[src/rtl/fifo_pkg.sv]
// Shared helpers for the async FIFO pointer handlers (write and read side).
// Gray/binary conversion is done on a fixed wide pointer type; callers
// zero-extend their (WIDTH+1)-bit pointer in and truncate the result back.
// Zero-extension is harmless for both conversions because the upper zero
// bits contribute nothing to the lower bits of either result.
package fifo_pkg;

  localparam int unsigned FIFO_AW   = 3;
  localparam int unsigned DEPTH     = 2 ** FIFO_AW;
  localparam int unsigned PTR_MAX_W = 16;

  typedef logic [PTR_MAX_W-1:0] ptr_t;

  function automatic ptr_t bin2gray(input ptr_t b);
    return b ^ (b >> 1);
  endfunction

  // Prefix XOR from the MSB downwards.
  function automatic ptr_t gray2bin(input ptr_t g);
    ptr_t b;
    b[PTR_MAX_W-1] = g[PTR_MAX_W-1];
    for (int unsigned i = 1; i < PTR_MAX_W; i++) begin
      b[PTR_MAX_W-1-i] = b[PTR_MAX_W-i] ^ g[PTR_MAX_W-1-i];
    end
    return b;
  endfunction

endpackage

[src/rtl/fifo_wptr_handler.sv]
// Write-side pointer and flag logic of the async FIFO (write clock domain).
// Ports:
//   clk, rst        write clock, async active-high reset
//   w_en            producer write request
//   g_rptr_sync     Gray read pointer already synchronized into clk domain
//   ovf_clr         clears the sticky overflow flag
//   wr_fire         write accepted this cycle (RAM write enable)
//   waddr           RAM write address
//   b_wptr, g_wptr  binary / Gray write pointers (g_wptr feeds read-side sync)
//   full            registered full flag
//   almost_full     registered, wr_level >= AF_THRESH
//   wr_level        conservative occupancy seen from the write domain
//   overflow        sticky: write attempted while full
// WIDTH+1 must not exceed fifo_pkg::PTR_MAX_W.
module fifo_wptr_handler
  import fifo_pkg::*;
#(
  parameter int unsigned WIDTH     = 3,
  parameter int unsigned AF_THRESH = 6
) (
  input  logic             clk,
  input  logic             rst,
  input  logic             w_en,
  input  logic [WIDTH:0]   g_rptr_sync,
  input  logic             ovf_clr,
  output logic             wr_fire,
  output logic [WIDTH-1:0] waddr,
  output logic [WIDTH:0]   b_wptr,
  output logic [WIDTH:0]   g_wptr,
  output logic             full,
  output logic             almost_full,
  output logic [WIDTH:0]   wr_level,
  output logic             overflow
);

  localparam int unsigned    PW   = WIDTH + 1;
  localparam logic [WIDTH:0] AF_T = PW'(AF_THRESH);

  logic [WIDTH:0] b_wptr_q, b_wptr_d;
  logic [WIDTH:0] g_wptr_q, g_wptr_d;
  logic [WIDTH:0] wr_level_q, wr_level_d;
  logic           full_q, full_d;
  logic           almost_full_q, almost_full_d;
  logic           overflow_q, overflow_d;
  logic [WIDTH:0] rbin;

  always_comb begin
    wr_fire       = w_en & ~full_q;
    b_wptr_d      = b_wptr_q + {{WIDTH{1'b0}}, wr_fire};
    // Gray pointer comes from the next binary value, not from b_wptr_q,
    // so the registered Gray output changes exactly one bit per step.
    g_wptr_d      = PW'(bin2gray(ptr_t'(b_wptr_d)));
    rbin          = PW'(gray2bin(ptr_t'(g_rptr_sync)));
    wr_level_d    = b_wptr_d - rbin;
    // Full: write pointer is one lap ahead, i.e. the two MSBs of the Gray
    // read pointer inverted and the rest equal.
    full_d        = (g_wptr_d == {~g_rptr_sync[WIDTH:WIDTH-1], g_rptr_sync[WIDTH-2:0]});
    almost_full_d = (wr_level_d >= AF_T);
    // Set dominates clear.
    overflow_d    = (w_en & full_q) | (overflow_q & ~ovf_clr);
  end

  always_ff @(posedge clk or posedge rst) begin
    if (rst) begin
      b_wptr_q      <= '0;
      g_wptr_q      <= '0;
      wr_level_q    <= '0;
      full_q        <= 1'b0;
      almost_full_q <= 1'b0;
      overflow_q    <= 1'b0;
    end else begin
      b_wptr_q      <= b_wptr_d;
      g_wptr_q      <= g_wptr_d;
      wr_level_q    <= wr_level_d;
      full_q        <= full_d;
      almost_full_q <= almost_full_d;
      overflow_q    <= overflow_d;
    end
  end

  assign waddr       = b_wptr_q[WIDTH-1:0];
  assign b_wptr      = b_wptr_q;
  assign g_wptr      = g_wptr_q;
  assign full        = full_q;
  assign almost_full = almost_full_q;
  assign wr_level    = wr_level_q;
  assign overflow    = overflow_q;

endmodule
[config.mk]
export PLATFORM = sky130hd
export DESIGN_NAME = fifo_wptr_handler
export DESIGN_NICKNAME = d
export VERILOG_FILES = /design/src/rtl/fifo_pkg.sv /design/src/rtl/fifo_wptr_handler.sv
export SDC_FILE = /design/constraint.sdc
export NUM_CORES = 1
export LEC_CHECK = 0
export CAP_MARGIN = 20
export CELL_PAD_IN_SITES_DETAIL_PLACEMENT = 1
export CELL_PAD_IN_SITES_GLOBAL_PLACEMENT = 2
export CORE_ASPECT_RATIO = 0.6
export CORE_UTILIZATION = 26
export CTS_CLUSTER_SIZE = 12
export DETAILED_ROUTE_END_ITERATION = 12
export PLACE_DENSITY_LB_ADDON = 0.08
export SYNTH_ARGS = -nofsm -noshare
export SYNTH_HDL_FRONTEND = slang
export SYNTH_SLANG_ARGS = --single-unit
[constraint.sdc]
create_clock -name clk -period 2.8 [get_ports clk]
set_input_delay 0.56 -clock clk [delete_from_list [all_inputs] [get_ports clk]]
set_output_delay 0.56 -clock clk [all_outputs]
set_load 0.05 [all_outputs]
==> reports/metrics.cfg, run 1 <==
[route]
wire_per_inst_um = 11.8
vias = 503
ant_nets = 0
via_per_inst = 4.16
detail_route.drc_violations = 0
drtIter0Drc = 9
drtPass1Iterations = 4
drt_wl_total_mm = 1.42

[floorplanning]
start_util = 0.279
die_area_sq_um = 2960
die_h_um = 42.6
rows = 14
die_x_um = 69.6
io_pins = 27
coreArea_sq_um = 2560

[cts]
clk_pin_slew_ns = 0.06
cts_setup_buffers = 0
clock_path_buffers = 2
cts_buffers = 3
cts_sinks = 14
cts-root-buf = clkbuf_8
cts.repair.resized = 0
cts_tree = built
cts_hold_buf = 0
ctsHtreeMaxLevel = 1
clock_latency_ns = 0.24

[worst_setup_path]
r2r-start = full$_DFF_PP0_
path_cells = clkdlybuf4s50_1 -> nor2b_4 -> ha_1 -> ha_1 -> xor2_2 -> ha_1 -> nand2_1 -> o21ai_0 -> xor3_1 -> a21o_1
cp-startpoint = w_en
crit_path_frequent_cell = ha_1
critPathTopFamily = adder cells
worstSetupEndpointType = flop
path_buf_inv = 1
slowest_delay_ns = 0.42
cpMaxStageDelayCell = clkdlybuf4s50_1
crit_path_max_fanout = 3
criticalPathCategory = input port to flop
startpoint_type = input port
cp.required_ns = 2.94
worstPathArrival_ns = 2.68

[timing]
hold_ws_ns = 0.537
worstMarginPinSlew_ns = 0.554
fin_setup_tns_ns = 0
period_share = 0.906
setup_slack_ns = 0.262
rsz0062_at_grt = false
drv_slew = 0
period_minus_slack_ns = 2.54
timing.fmax_mhz = 394
setup_violations = 0
clock_skew_ns = 0.00216
worst_slew_margin_rel = 0.630
hold_viol = 0

[hold_path]
hold_start = overflow$_DFF_PP0_
hp-class = flop to flop

[placed_design]
post-place-ws_ns = -0.00782
numPortBuffers = 26
gp_congestion = 0.736
hpwl_mm = 1.17

[run_status]
outcome = finished, final reports clean

[synth]
yosysSeqAreaShare = 0.491
syn_inst = 58
ys_ff_latch = 14
yosysWarnings = 0
synth_nets = 72
mappedNetlistArea_sq_um = 713
avgSynthCellArea_sq_um = 12.3
yosysUniqueCellTypes = 18

[cells_and_area]
antenna_cells = 0
nNetsFinal = 105
final_layout_size_suffix_gt1_frac = 0.157
area_delta_synth_final_pct = 50.7

[global_routing]
antenna_found_initial = 0
grt_pass1_wl_mm = 2.31
grtUsageTotal = 0.112
grt_max_degree = 15
grt_overflow = 0
first_global_vias = 486

[run]
cap_violations = 0

cells by family (layout without fill, tap and decap cells):
logic type	count (synthesis)	in the layout	share of synthesized area
flops	14	14	0.491
compound gates	5	5	0.0421
simple gates	8	8	0.0649
fa+ha+maj	6	6	0.116
xor+xnor	13	13	0.202
buf+inv	12	43	0.0842
worst paths after layout:
| kind | to | depth (start not counted) | slack, ns |
|---|---|---|---|
| max | almost_full$_DFF_PP0_ | 10 | 0.26 |
| min | overflow$_DFF_PP0_ | 2 | 0.54 |
| max reg2reg | almost_full$_DFF_PP0_ | 9 | 0.67 |
| min reg2reg | overflow$_DFF_PP0_ | 2 | 0.54 |
| max in group asynchronous | g_wptr[0]$_DFF_PP0_ | 2 | 1.77 |
| min in group asynchronous | g_wptr[2]$_DFF_PP0_ | 2 | 0.67 |
state kept, by name, indices dropped and copies added (netlist names):
name	count
b_wptr	4
almost_full	1
full	1
overflow	1
wr_level	4
g_wptr	3
layout by cell type, fill, tap and decap left out, drive strengths merged:
master / netlist / layout
xor2: 7 / 7
clkdlybuf4s50: 0 / 25
buf: 4 / 7
clkbuf: 0 / 3
xnor2: 5 / 5
ha: 5 / 5
a22oi: 1 / 1
o21ai: 2 / 2
fa: 1 / 1
or3: 2 / 2
xor3: 1 / 1
nand3: 3 / 3
a21oi: 1 / 1
nor2b: 1 / 1
nand2: 2 / 2
inv: 8 / 8
dfrtp: 14 / 14
a21o: 1 / 1
per-layer routing:
metal	routed length, um	track usage	part of all wire	vias to the layer above
met3	70	0.0529	0.049	2
met2	565	0.151	0.40	15
met1	774	0.152	0.54	244
met4	14	0.0480	0.0098	0
li1	-	-	-	242
met5	0	0	0	-
worst reg2reg max path, delay by kind of cell, from the launching register on:
kind | cells | cell delay [ns]
and+or+nand+nor | 2 | 0.11
adders and majority gates | 3 | 0.75
DFF | 1 | 0.40
xor gates and xnor gates | 2 | 0.44
AOI/OAI and AO/OA | 2 | 0.33
final cells by class:
| class | count | area, sq um |
|---|---|---|
| clock buffer | 3 | 41.3 |
| inverter | 8 | 30.0 |
| tap | 32 | 40.0 |
| fill | 290 | 1480 |
| multi-input combinational | 32 | 310 |
| sequential | 14 | 350 |
| timing repair buffer | 32 | 303 |
through the flow:
step,util,instance area [sq um],std cells
4_1_cts,0.420,1070,121
2_1_floorplan,-,721,58
3_5_place_dp,0.404,1030,118
5_1_grt,0.420,1070,121
3_3_place_gp,0.404,1030,118
6_report,0.420,1070,121
Yosys cell counts, drive strengths merged:
cell type	instances	area share
dfrtp	14	0.49
inv	8	0.042
xor2	7	0.11
ha	5	0.088
xnor2	5	0.061
buf	4	0.042
nand3	3	0.028
nand2	2	0.011
o21ai	2	0.014
or3	2	0.018
a21o	1	0.011
a21oi	1	0.0070
a22oi	1	0.011
fa	1	0.028
nor2b	1	0.0088
xor3	1	0.033
Power of run 1 is left out: the tool's default activity adds up to more than one toggle a clock period on the data nets, which glitch-free logic cannot reach.
==> inputs of run 2 (changes only) <==
--- a/config.mk
+++ b/config.mk
@@ -9,7 +9,7 @@
 export CELL_PAD_IN_SITES_DETAIL_PLACEMENT = 1
 export CELL_PAD_IN_SITES_GLOBAL_PLACEMENT = 2
 export CORE_ASPECT_RATIO = 0.6
-export CORE_UTILIZATION = 26
+export CORE_UTILIZATION = 28
 export CTS_CLUSTER_SIZE = 12
 export DETAILED_ROUTE_END_ITERATION = 12
 export PLACE_DENSITY_LB_ADDON = 0.08
==> constraint.sdc (replaced) <==
create_clock -name clk -period 3.11 [get_ports clk]
set_input_delay 0.622 -clock clk [delete_from_list [all_inputs] [get_ports clk]]
set_output_delay 0.622 -clock clk [all_outputs]
set_load 0.05 [all_outputs]
==> reports/metrics.cfg, run 2 (synthesis gave the netlist of run 1 again) <==
[run_status]
outcome = finished, final reports clean

[cts]
cts_hold_buf = 0  ; unchanged
ctsHtreeMaxLevel = 1  ; unchanged
cts.repair.resized = 0  ; unchanged
cts_buffers = 3  ; unchanged
clock_latency_ns = 0.24  ; about the same
cts_tree = built
clk_pin_slew_ns = 0.05  ; about the same
cts-root-buf = clkbuf_8
clock_path_buffers = 2  ; unchanged
cts_sinks = 14  ; unchanged
cts_setup_buffers = 0  ; unchanged

[route]
detail_route.drc_violations = 0  ; unchanged
drtPass1Iterations = 2  ; -2
drtIter0Drc = 11  ; +2
vias = 471  ; -6.4%
wire_per_inst_um = 12.0  ; +1.8%
ant_nets = 0  ; unchanged
via_per_inst = 4.10  ; -1.5%
drt_wl_total_mm = 1.38  ; -3.2%

[timing]
worst_slew_margin_rel = 0.627  ; -0.00364
period_share = 0.884
fin_setup_tns_ns = 0  ; unchanged
worstMarginPinSlew_ns = 0.559  ; +0.00545 ns
hold_viol = 0  ; unchanged
clock_skew_ns = 0.00131  ; -0.000844 ns
setup_violations = 0  ; unchanged
rsz0062_at_grt = false
period_minus_slack_ns = 2.75
drv_slew = 0  ; unchanged
timing.fmax_mhz = 364

[floorplanning]
start_util = 0.313  ; +0.0343
io_pins = 27  ; unchanged
die_h_um = 41.1  ; -3.5%
die_x_um = 67.2  ; -3.5%
rows = 13  ; -1
die_area_sq_um = 2760  ; -6.9%
coreArea_sq_um = 2280  ; -11%

[worst_setup_path]
crit_path_max_fanout = 3  ; unchanged
cp.required_ns = 3.24  ; +0.30 ns
worstPathArrival_ns = 2.88  ; +0.20 ns
startpoint_type = input port
worstSetupEndpointType = flop
criticalPathCategory = input port to flop

[global_routing]
grt_overflow = 0  ; unchanged
grt_pass1_wl_mm = 2.26  ; -2.1%
grt_max_degree = 15  ; unchanged
first_global_vias = 475  ; -2.3%
grtUsageTotal = 0.125  ; +0.0129
antenna_found_initial = 0  ; unchanged

[placed_design]
gp_congestion = 0.719  ; -2.4%
hpwl_mm = 1.08  ; -7.3%
numPortBuffers = 26  ; unchanged

[cells_and_area]
antenna_cells = 0  ; unchanged
final_layout_size_suffix_gt1_frac = 0.106  ; -0.0514
seq_area_sq_um = 350  ; unchanged
multi_input_area_sq_um = 305  ; -1.6%
area_delta_synth_final_pct = 45.8
layout_commonest_cell = clkdlybuf4s50_1
n_fill_cell = 249  ; -14%
most-common-layout-cells = clkdlybuf4s50_1 (26), dfrtp_1 (14), inv_1 (8)
nNetsFinal = 101  ; -3.8%

[hold_path]
hp-class = flop to flop

[run]
cap_violations = 0  ; unchanged

[run 2: changes by cell type in the layout (fill, tap and decap cells not counted), sizes merged]
| cell | change |
|---|---|
| clkdlybuf4s50 | +1 |
| buf | -5 |
[run 2: critical path, stage by stage]
cell and delay [ns]:
clkdlybuf4s50_1 0.42, nor2b_2 0.17, ha_1 0.22, ha_1 0.22
xor2_2 0.19, ha_1 0.34, nand2_1 0.05, o21ai_0 0.20
xor3_1 0.28, a21o_1 0.16
[run 2: area by class of cell]
type	instances	share of cell area
Multi-Input combinational cell	32	0.294
Sequential cell	14	0.337
Tap cell	30	0.0361
Timing Repair Buffer	28	0.265
Clock buffer	3	0.0397
Inverter	8	0.0289
[run 2: path summary, 6_finish.rpt]
check	endpoint	from	cells past startpoint	slack (ns)
worst max register to register	almost_full$_DFF_PP0_	full$_DFF_PP0_	9	0.86
worst min register to register	overflow$_DFF_PP0_	overflow$_DFF_PP0_	2	0.55
min in group asynchronous	wr_level[1]$_DFF_PP0_	rst	2	0.74
worst min-delay path	overflow$_DFF_PP0_	overflow$_DFF_PP0_	2	0.55
max in group asynchronous	b_wptr[1]$_DFF_PP0_	rst	2	2.01
worst max-delay path	almost_full$_DFF_PP0_	w_en	10	0.36
[run 2: stage by stage]
stage	util	area [sq um]	hold slack, ns	instances	setup WS, ns
final	0.457	1040	0.551	115	0.362
after global routing	0.457	1040	0.609	115	0.195
after CTS	0.457	1040	0.556	115	0.340
after detailed placement	0.438	998	0.549	112	0.117
after global placement	0.438	998	0.523	112	0.110
after floorplan	-	716	0.511	58	0.249
[run 2: routing by layer]
metal	part of all wire	GRT usage	vias to the layer above
met2	0.36	0.165	21
met5	0	0	-
met4	0.0094	0.0638	0
met1	0.56	0.171	215
li1	-	-	233
met3	0.067	0.0528	2
Power of run 2 is left out for the same reason.
